==> src/rtl/fp_pkg.sv <==
// Shared binary32 definitions for the FP datapath: field widths, constants,
// the divider state encoding and operand classification helpers.
package fp_pkg;

  localparam int EXP_W     = 8;
  localparam int MAN_W     = 23;
  localparam int BIAS      = 127;
  localparam int DIV_STEPS = MAN_W + 3;

  localparam logic [31:0] QNAN    = 32'h7FC00000;
  localparam logic [31:0] POS_INF = 32'h7F800000;

  typedef enum logic [2:0] {
    S_IDLE,
    S_DIV,
    S_NORM,
    S_ROUND,
    S_SPECIAL
  } state_t;

  // Exponent 0 counts as zero: denormal inputs are flushed.
  function automatic logic is_zero(input logic [31:0] x);
    return x[30:23] == 8'd0;
  endfunction

  function automatic logic is_inf(input logic [31:0] x);
    return (x[30:23] == 8'hFF) && (x[22:0] == 23'd0);
  endfunction

  function automatic logic is_nan(input logic [31:0] x);
    return (x[30:23] == 8'hFF) && (x[22:0] != 23'd0);
  endfunction

endpackage

==> src/rtl/mant_div_seq.sv <==
// Restoring mantissa divider: one quotient bit per clock over 26 steps,
// producing q = floor(ma * 2^25 / mb) plus a sticky flag for the remainder.
module mant_div_seq
  import fp_pkg::*;
(
  input  logic             clk,
  input  logic             rst,
  input  logic             load,
  input  logic [MAN_W:0]   ma,
  input  logic [MAN_W:0]   mb,
  output logic [MAN_W+2:0] q,
  output logic             sticky,
  output logic             valid
);

  logic [MAN_W+1:0] rem_reg;
  logic [MAN_W+1:0] rem_sub;
  logic [MAN_W+1:0] rem_sel;
  logic [MAN_W:0]   mb_reg;
  logic [MAN_W+2:0] q_reg;
  logic [4:0]       cnt_reg;
  logic             run_reg;
  logic             valid_reg;
  logic             ge;

  always_comb begin
    ge      = rem_reg >= {1'b0, mb_reg};
    rem_sub = rem_reg - {1'b0, mb_reg};
    rem_sel = ge ? rem_sub : rem_reg;
  end

  // After a subtract the remainder is below mb, so the shift never loses a bit.
  always_ff @(posedge clk or posedge rst) begin
    if (rst) begin
      rem_reg   <= '0;
      mb_reg    <= '0;
      q_reg     <= '0;
      cnt_reg   <= '0;
      run_reg   <= 1'b0;
      valid_reg <= 1'b0;
    end else if (load) begin
      rem_reg   <= {1'b0, ma};
      mb_reg    <= mb;
      q_reg     <= '0;
      cnt_reg   <= '0;
      run_reg   <= 1'b1;
      valid_reg <= 1'b0;
    end else if (run_reg) begin
      q_reg   <= {q_reg[MAN_W+1:0], ge};
      rem_reg <= {rem_sel[MAN_W:0], 1'b0};
      cnt_reg <= cnt_reg + 5'd1;
      if (cnt_reg == 5'(DIV_STEPS - 1)) begin
        run_reg   <= 1'b0;
        valid_reg <= 1'b1;
      end
    end
  end

  assign q      = q_reg;
  assign sticky = |rem_reg;
  assign valid  = valid_reg;

endmodule

==> src/rtl/float_divider.sv <==
// Sequential binary32 divider a / b: special-case bypass, 26-cycle restoring
// mantissa divide, normalise, round-to-nearest-even with flush-to-zero.
module float_divider
  import fp_pkg::*;
(
  input  logic        clk,
  input  logic        rst,
  input  logic        start,
  input  logic [31:0] a,
  input  logic [31:0] b,
  output logic [31:0] result,
  output logic        done,
  output logic        busy,
  output logic        div_by_zero
);

  state_t             state_reg, state_next;
  logic               sign_reg;
  logic signed [9:0]  exp_reg;
  logic [4:0]         cnt_reg;
  logic [23:0]        man_reg;
  logic               guard_reg;
  logic               sticky_reg;
  logic [31:0]        spec_res_reg;
  logic               spec_dbz_reg;
  logic [31:0]        result_reg;
  logic               done_reg;
  logic               busy_reg;
  logic               dbz_reg;

  logic               sign_in;
  logic signed [9:0]  exp_in;
  logic               special;
  logic [31:0]        spec_res;
  logic               spec_dbz;

  logic               div_load;
  logic [25:0]        div_q;
  logic               div_sticky;
  logic               div_valid;

  logic               round_inc;
  logic [24:0]        man_sum;
  logic [23:0]        man_rnd;
  logic signed [9:0]  exp_rnd;
  logic [31:0]        round_res;

  assign sign_in = a[31] ^ b[31];
  assign exp_in  = $signed({2'b00, a[30:23]}) - $signed({2'b00, b[30:23]}) + 10'sd127;

  // Special cases in priority order; anything left goes through the divider.
  always_comb begin
    special  = 1'b1;
    spec_dbz = 1'b0;
    spec_res = QNAN;
    if (is_nan(a) || is_nan(b)) begin
      spec_res = QNAN;
    end else if ((is_inf(a) && is_inf(b)) || (is_zero(a) && is_zero(b))) begin
      spec_res = QNAN;
    end else if (is_inf(a)) begin
      spec_res = POS_INF | {sign_in, 31'd0};
    end else if (is_inf(b)) begin
      spec_res = {sign_in, 31'd0};
    end else if (is_zero(b)) begin
      spec_res = POS_INF | {sign_in, 31'd0};
      spec_dbz = 1'b1;
    end else if (is_zero(a)) begin
      spec_res = {sign_in, 31'd0};
    end else begin
      special = 1'b0;
    end
  end

  assign div_load = (state_reg == S_IDLE) && start && !special;

  mant_div_seq u_mant_div (
    .clk    (clk),
    .rst    (rst),
    .load   (div_load),
    .ma     ({1'b1, a[22:0]}),
    .mb     ({1'b1, b[22:0]}),
    .q      (div_q),
    .sticky (div_sticky),
    .valid  (div_valid)
  );

  always_comb begin
    round_inc = guard_reg & (sticky_reg | man_reg[0]);
    man_sum   = {1'b0, man_reg} + {24'd0, round_inc};
    man_rnd   = man_sum[23:0];
    exp_rnd   = exp_reg;
    if (man_sum[24]) begin
      man_rnd = 24'h800000;
      exp_rnd = exp_reg + 10'sd1;
    end
    if (exp_rnd >= 10'sd255) begin
      round_res = POS_INF | {sign_reg, 31'd0};
    end else if (exp_rnd <= 10'sd0) begin
      round_res = {sign_reg, 31'd0};
    end else begin
      round_res = {sign_reg, exp_rnd[7:0], man_rnd[22:0]};
    end
  end

  always_ff @(posedge clk or posedge rst) begin
    if (rst) begin
      state_reg <= S_IDLE;
    end else begin
      state_reg <= state_next;
    end
  end

  always_comb begin
    state_next = state_reg;
    case (state_reg)
      S_IDLE:    if (start) state_next = special ? S_SPECIAL : S_DIV;
      S_DIV:     if (cnt_reg == 5'(DIV_STEPS - 1)) state_next = S_NORM;
      S_NORM:    if (div_valid) state_next = S_ROUND;
      S_ROUND:   state_next = S_IDLE;
      S_SPECIAL: state_next = S_IDLE;
      default:   state_next = S_IDLE;
    endcase
  end

  always_ff @(posedge clk or posedge rst) begin
    if (rst) begin
      sign_reg     <= 1'b0;
      exp_reg      <= '0;
      cnt_reg      <= '0;
      man_reg      <= '0;
      guard_reg    <= 1'b0;
      sticky_reg   <= 1'b0;
      spec_res_reg <= '0;
      spec_dbz_reg <= 1'b0;
      result_reg   <= '0;
      done_reg     <= 1'b0;
      busy_reg     <= 1'b0;
      dbz_reg      <= 1'b0;
    end else begin
      done_reg <= 1'b0;
      case (state_reg)
        S_IDLE: begin
          if (start) begin
            sign_reg     <= sign_in;
            exp_reg      <= exp_in;
            spec_res_reg <= spec_res;
            spec_dbz_reg <= spec_dbz;
            cnt_reg      <= '0;
            busy_reg     <= 1'b1;
            dbz_reg      <= 1'b0;
          end
        end
        S_DIV: cnt_reg <= cnt_reg + 5'd1;
        S_NORM: begin
          // A quotient below 1.0 still has its leading one at q[24].
          if (div_valid) begin
            if (div_q[25]) begin
              man_reg    <= div_q[25:2];
              guard_reg  <= div_q[1];
              sticky_reg <= div_sticky | div_q[0];
            end else begin
              man_reg    <= div_q[24:1];
              guard_reg  <= div_q[0];
              sticky_reg <= div_sticky;
              exp_reg    <= exp_reg - 10'sd1;
            end
          end
        end
        S_ROUND: begin
          result_reg <= round_res;
          done_reg   <= 1'b1;
          busy_reg   <= 1'b0;
        end
        S_SPECIAL: begin
          result_reg <= spec_res_reg;
          dbz_reg    <= spec_dbz_reg;
          done_reg   <= 1'b1;
          busy_reg   <= 1'b0;
        end
        default: ;
      endcase
    end
  end

  assign result      = result_reg;
  assign done        = done_reg;
  assign busy        = busy_reg;
  assign div_by_zero = dbz_reg;

endmodule

==> config.mk <==
export PLATFORM = sky130hd
export DESIGN_NAME = float_divider
export DESIGN_NICKNAME = d
export VERILOG_FILES = /design/src/rtl/fp_pkg.sv /design/src/rtl/mant_div_seq.sv /design/src/rtl/float_divider.sv
export SDC_FILE = /design/constraint.sdc
export NUM_CORES = 1
export LEC_CHECK = 0
export CORE_ASPECT_RATIO = 1.25
export CORE_MARGIN = 2
export CORE_UTILIZATION = 45
export DETAILED_ROUTE_END_ITERATION = 6
export PLACE_DENSITY_LB_ADDON = 0.25
export SLEW_MARGIN = 10
export SYNTH_ARGS = -nofsm -noshare
export SYNTH_HDL_FRONTEND = slang
export SYNTH_SLANG_ARGS = --single-unit
==> constraint.sdc <==
create_clock -name clk -period 5.5 [get_ports clk]
set_input_delay 1.1 -clock clk [delete_from_list [all_inputs] [get_ports clk]]
set_output_delay 1.1 -clock clk [all_outputs]
set_load 0.03 [all_outputs]
==> qor.csv <==
metric,value,unit
crit_path_end,u_mant_div.rem_reg[2],
via_per_inst,5.654,
die_area,24080,um^2
critPathCaptureType,flop,
vias,8814,
cts.repair.resized,0,
first_global_vias,8448,
worstPathRequired,5.81,ns
setup_viol,0,
synth.top_cell.area_share,0.4040,
clkTransAtPathRegs,0.07,ns
wl_per_cell,15.97,um
cts_buffers,17,
antenna_cells,0,
yosys_most_used_dff,dfrtp_1,
overflow,0,
start_kind,flop,
placed_cells,1527,
cts_setup_buffers,0,
cts_sinks,166,
core,22360,um^2
finalCritPeriodShare,0.6861,
layout.cells.non_filler,1559,
cts_tree,yes,
dr.first_iter.drc_count,585,
rr_startpoint,u_mant_div.rem_reg[6],
antenna_left,0,
die_h,173.0,um
layout_commonest_cell,dfrtp_1,
portBuffers,101,
worst_pin_slew,1.046,ns
finClkSkew,0.01519,ns
track_usage,0.2070,
synth_largest_area_cell,dfrtp_1,
largest_reg_flops,32,
p_per_area,556.7,nW/um^2
gp_congestion,0.9283,
timing.fmax,0.2650,GHz
finalCriticalPeriod,3.773,ns
worstPathArrival,4.09,ns
finalHoldViolCount,0,
htree_levels,4,
die_w,139.2,um
post_synth_num_cell_types,71,
preCtsSetupSlack,1.597,ns
seq_area_frac_synth,0.4040,
totalWireLength,24900,um
dr.pass1.iters,5,
num_rows,61,
fin_ws,1.727,ns
synth_area_leaders,"dfrtp_1 (40%), mux2i_1 (5.9%), nand2_1 (5.2%), o21ai_0 (5.0%), ha_1 (5.0%)",
clock_latency,0.44,ns
synth_async_sr_flop_share,1.000,
start_util,0.4597,
drv_slew,0,
synth-edff-count,0,
hold_start,u_mant_div.mb_reg[23],
syn_to_final_growth,17.77,%
relSlewSlack,0.3028,
ctsHoldBuffers,0,
synth_area,10280,um^2
drive_gt1_frac,0.06426,
finalSetupTns,0,ns
timing.rr.end,u_mant_div.rem_reg[2],
worst-path-max-fanout,20,
final_area,12110,um^2
finalPower,6.741,mW
grt_max_degree,167,
grt_pass1_wl,41480,um
ys_ff_latch,166,
finalNetCount,1373,
clk_path_buf_depth,2,
ir_drop,0.3359,mV
cellLeakagePower,5.174,nW
final_cell_mix,"dfrtp_1 (165), nand2_1 (142), nor2_1 (132)",
reg2reg_slack,1.73,ns
synthCells,1186,
ys_warn_count,0,
antenna_found_initial,0,
rsz0062_at_grt,no,
critPathKind,reg -> reg,
hold_path_class,reg -> reg,
drc,0,
syn_nets,1296,
rr_worst_depth,9,
syn_avg_cell_area,8.669,um^2
maxCapViolCount,0,
place_area,11530,um^2
cp-startpoint,u_mant_div.rem_reg[6],
status,"finished, final reports clean",
cts.root.buffer_cell,clkbuf_16,
io_pins,102,
dp_hpwl,17920,um
## area by class of cell
| class | count | area (um^2) |
|---|---|---|
| clock inverters | 15 | 156.4 |
| inverters | 51 | 195.2 |
| flip-flops and latches | 166 | 4155 |
| fillers | 2102 | 10250 |
| multi-input cells | 917 | 5731 |
| well taps | 283 | 354.1 |
| repair buffers | 110 | 1091 |
| clock buffers | 17 | 425.4 |
## per-layer routing
layer / vias to the layer above / GRT usage / wire length, um
met2: 219 / 0.3621 / 12420
met3: 44 / 0.02769 / 823
li1: 4354 / - / -
met4: 0 / 0.06818 / 560
met5: - / 0 / 0
met1: 4197 / 0.2648 / 11100
## synth_stat cells, drive strengths merged (3+ instances only)
| master | count |
|---|---|
| dfrtp | 166 |
| nand2 | 142 |
| nor2 | 133 |
| o21ai | 124 |
| a21oi | 82 |
| mux2i | 61 |
| inv | 51 |
| clkbuf | 43 |
| ha | 41 |
| xnor2 | 38 |
| nand3 | 32 |
| nor4 | 26 |
| nand4 | 25 |
| xor2 | 25 |
| nor3 | 24 |
| nand2b | 13 |
| and3 | 12 |
| a211oi | 11 |
| a21boi | 11 |
| o211ai | 11 |
| buf | 9 |
| nor2b | 9 |
| o21a | 9 |
| or3 | 9 |
| and2 | 8 |
| and4 | 5 |
| a21o | 4 |
| nand3b | 4 |
| o31ai | 4 |
| or4 | 4 |
| a22oi | 3 |
| a2bb2oi | 3 |
| nor3b | 3 |
| o22ai | 3 |
| o41ai | 3 |
| or2 | 3 |
## stage by stage
step,util,hold WS (ns)
3_3_place_gp,0.5154,0.4359
2_1_floorplan,-,0.4181
5_1_grt,0.5414,0.4926
3_5_place_dp,0.5154,0.4380
4_1_cts,0.5414,0.4529
6_report,0.5414,0.4491
## critical path, stage by stage (launching register included)
cell and delay, ns:
dfrtp_1 0.42, ha_1 0.41, a21oi_1 0.12, o21ai_0 0.40, nor2_1 0.14, a21oi_1 0.22
or3_1 0.49, and2_1 0.91, a21oi_1 0.18, a221o_1 0.36
## logic make-up after synthesis
| kind of cell | after synthesis | synth area share |
|---|---|---|
| and+or+nand+nor | 458 | 0.2150 |
| adders and majority gates | 43 | 0.05379 |
| DFF | 166 | 0.4040 |
| muxes | 63 | 0.06158 |
| xor gates and xnor gates | 63 | 0.05367 |
| buffers and inverters | 103 | 0.03906 |
| AOI/OAI and AO/OA | 290 | 0.1728 |
## worst min path at each step
| stage | endpoint | depth (start not counted) |
|---|---|---|
| floorplan | u_mant_div.mb_reg[23] | 2 |
| global placement | u_mant_div.mb_reg[23] | 2 |
| detailed placement | u_mant_div.mb_reg[23] | 2 |
| CTS | u_mant_div.mb_reg[23] | 2 |
| global route | u_mant_div.mb_reg[23] | 2 |
| finish | u_mant_div.mb_reg[23] | 2 |
## power by group
group	switching, mW	internal [mW]	total [mW]
Clock	0.569	0.605	1.17
Combinational	2.07	1.50	3.57
Sequential	0.374	1.63	2.00
Total	3.01	3.73	6.74
No activity file was read; power rests on OpenSTA's default activity.
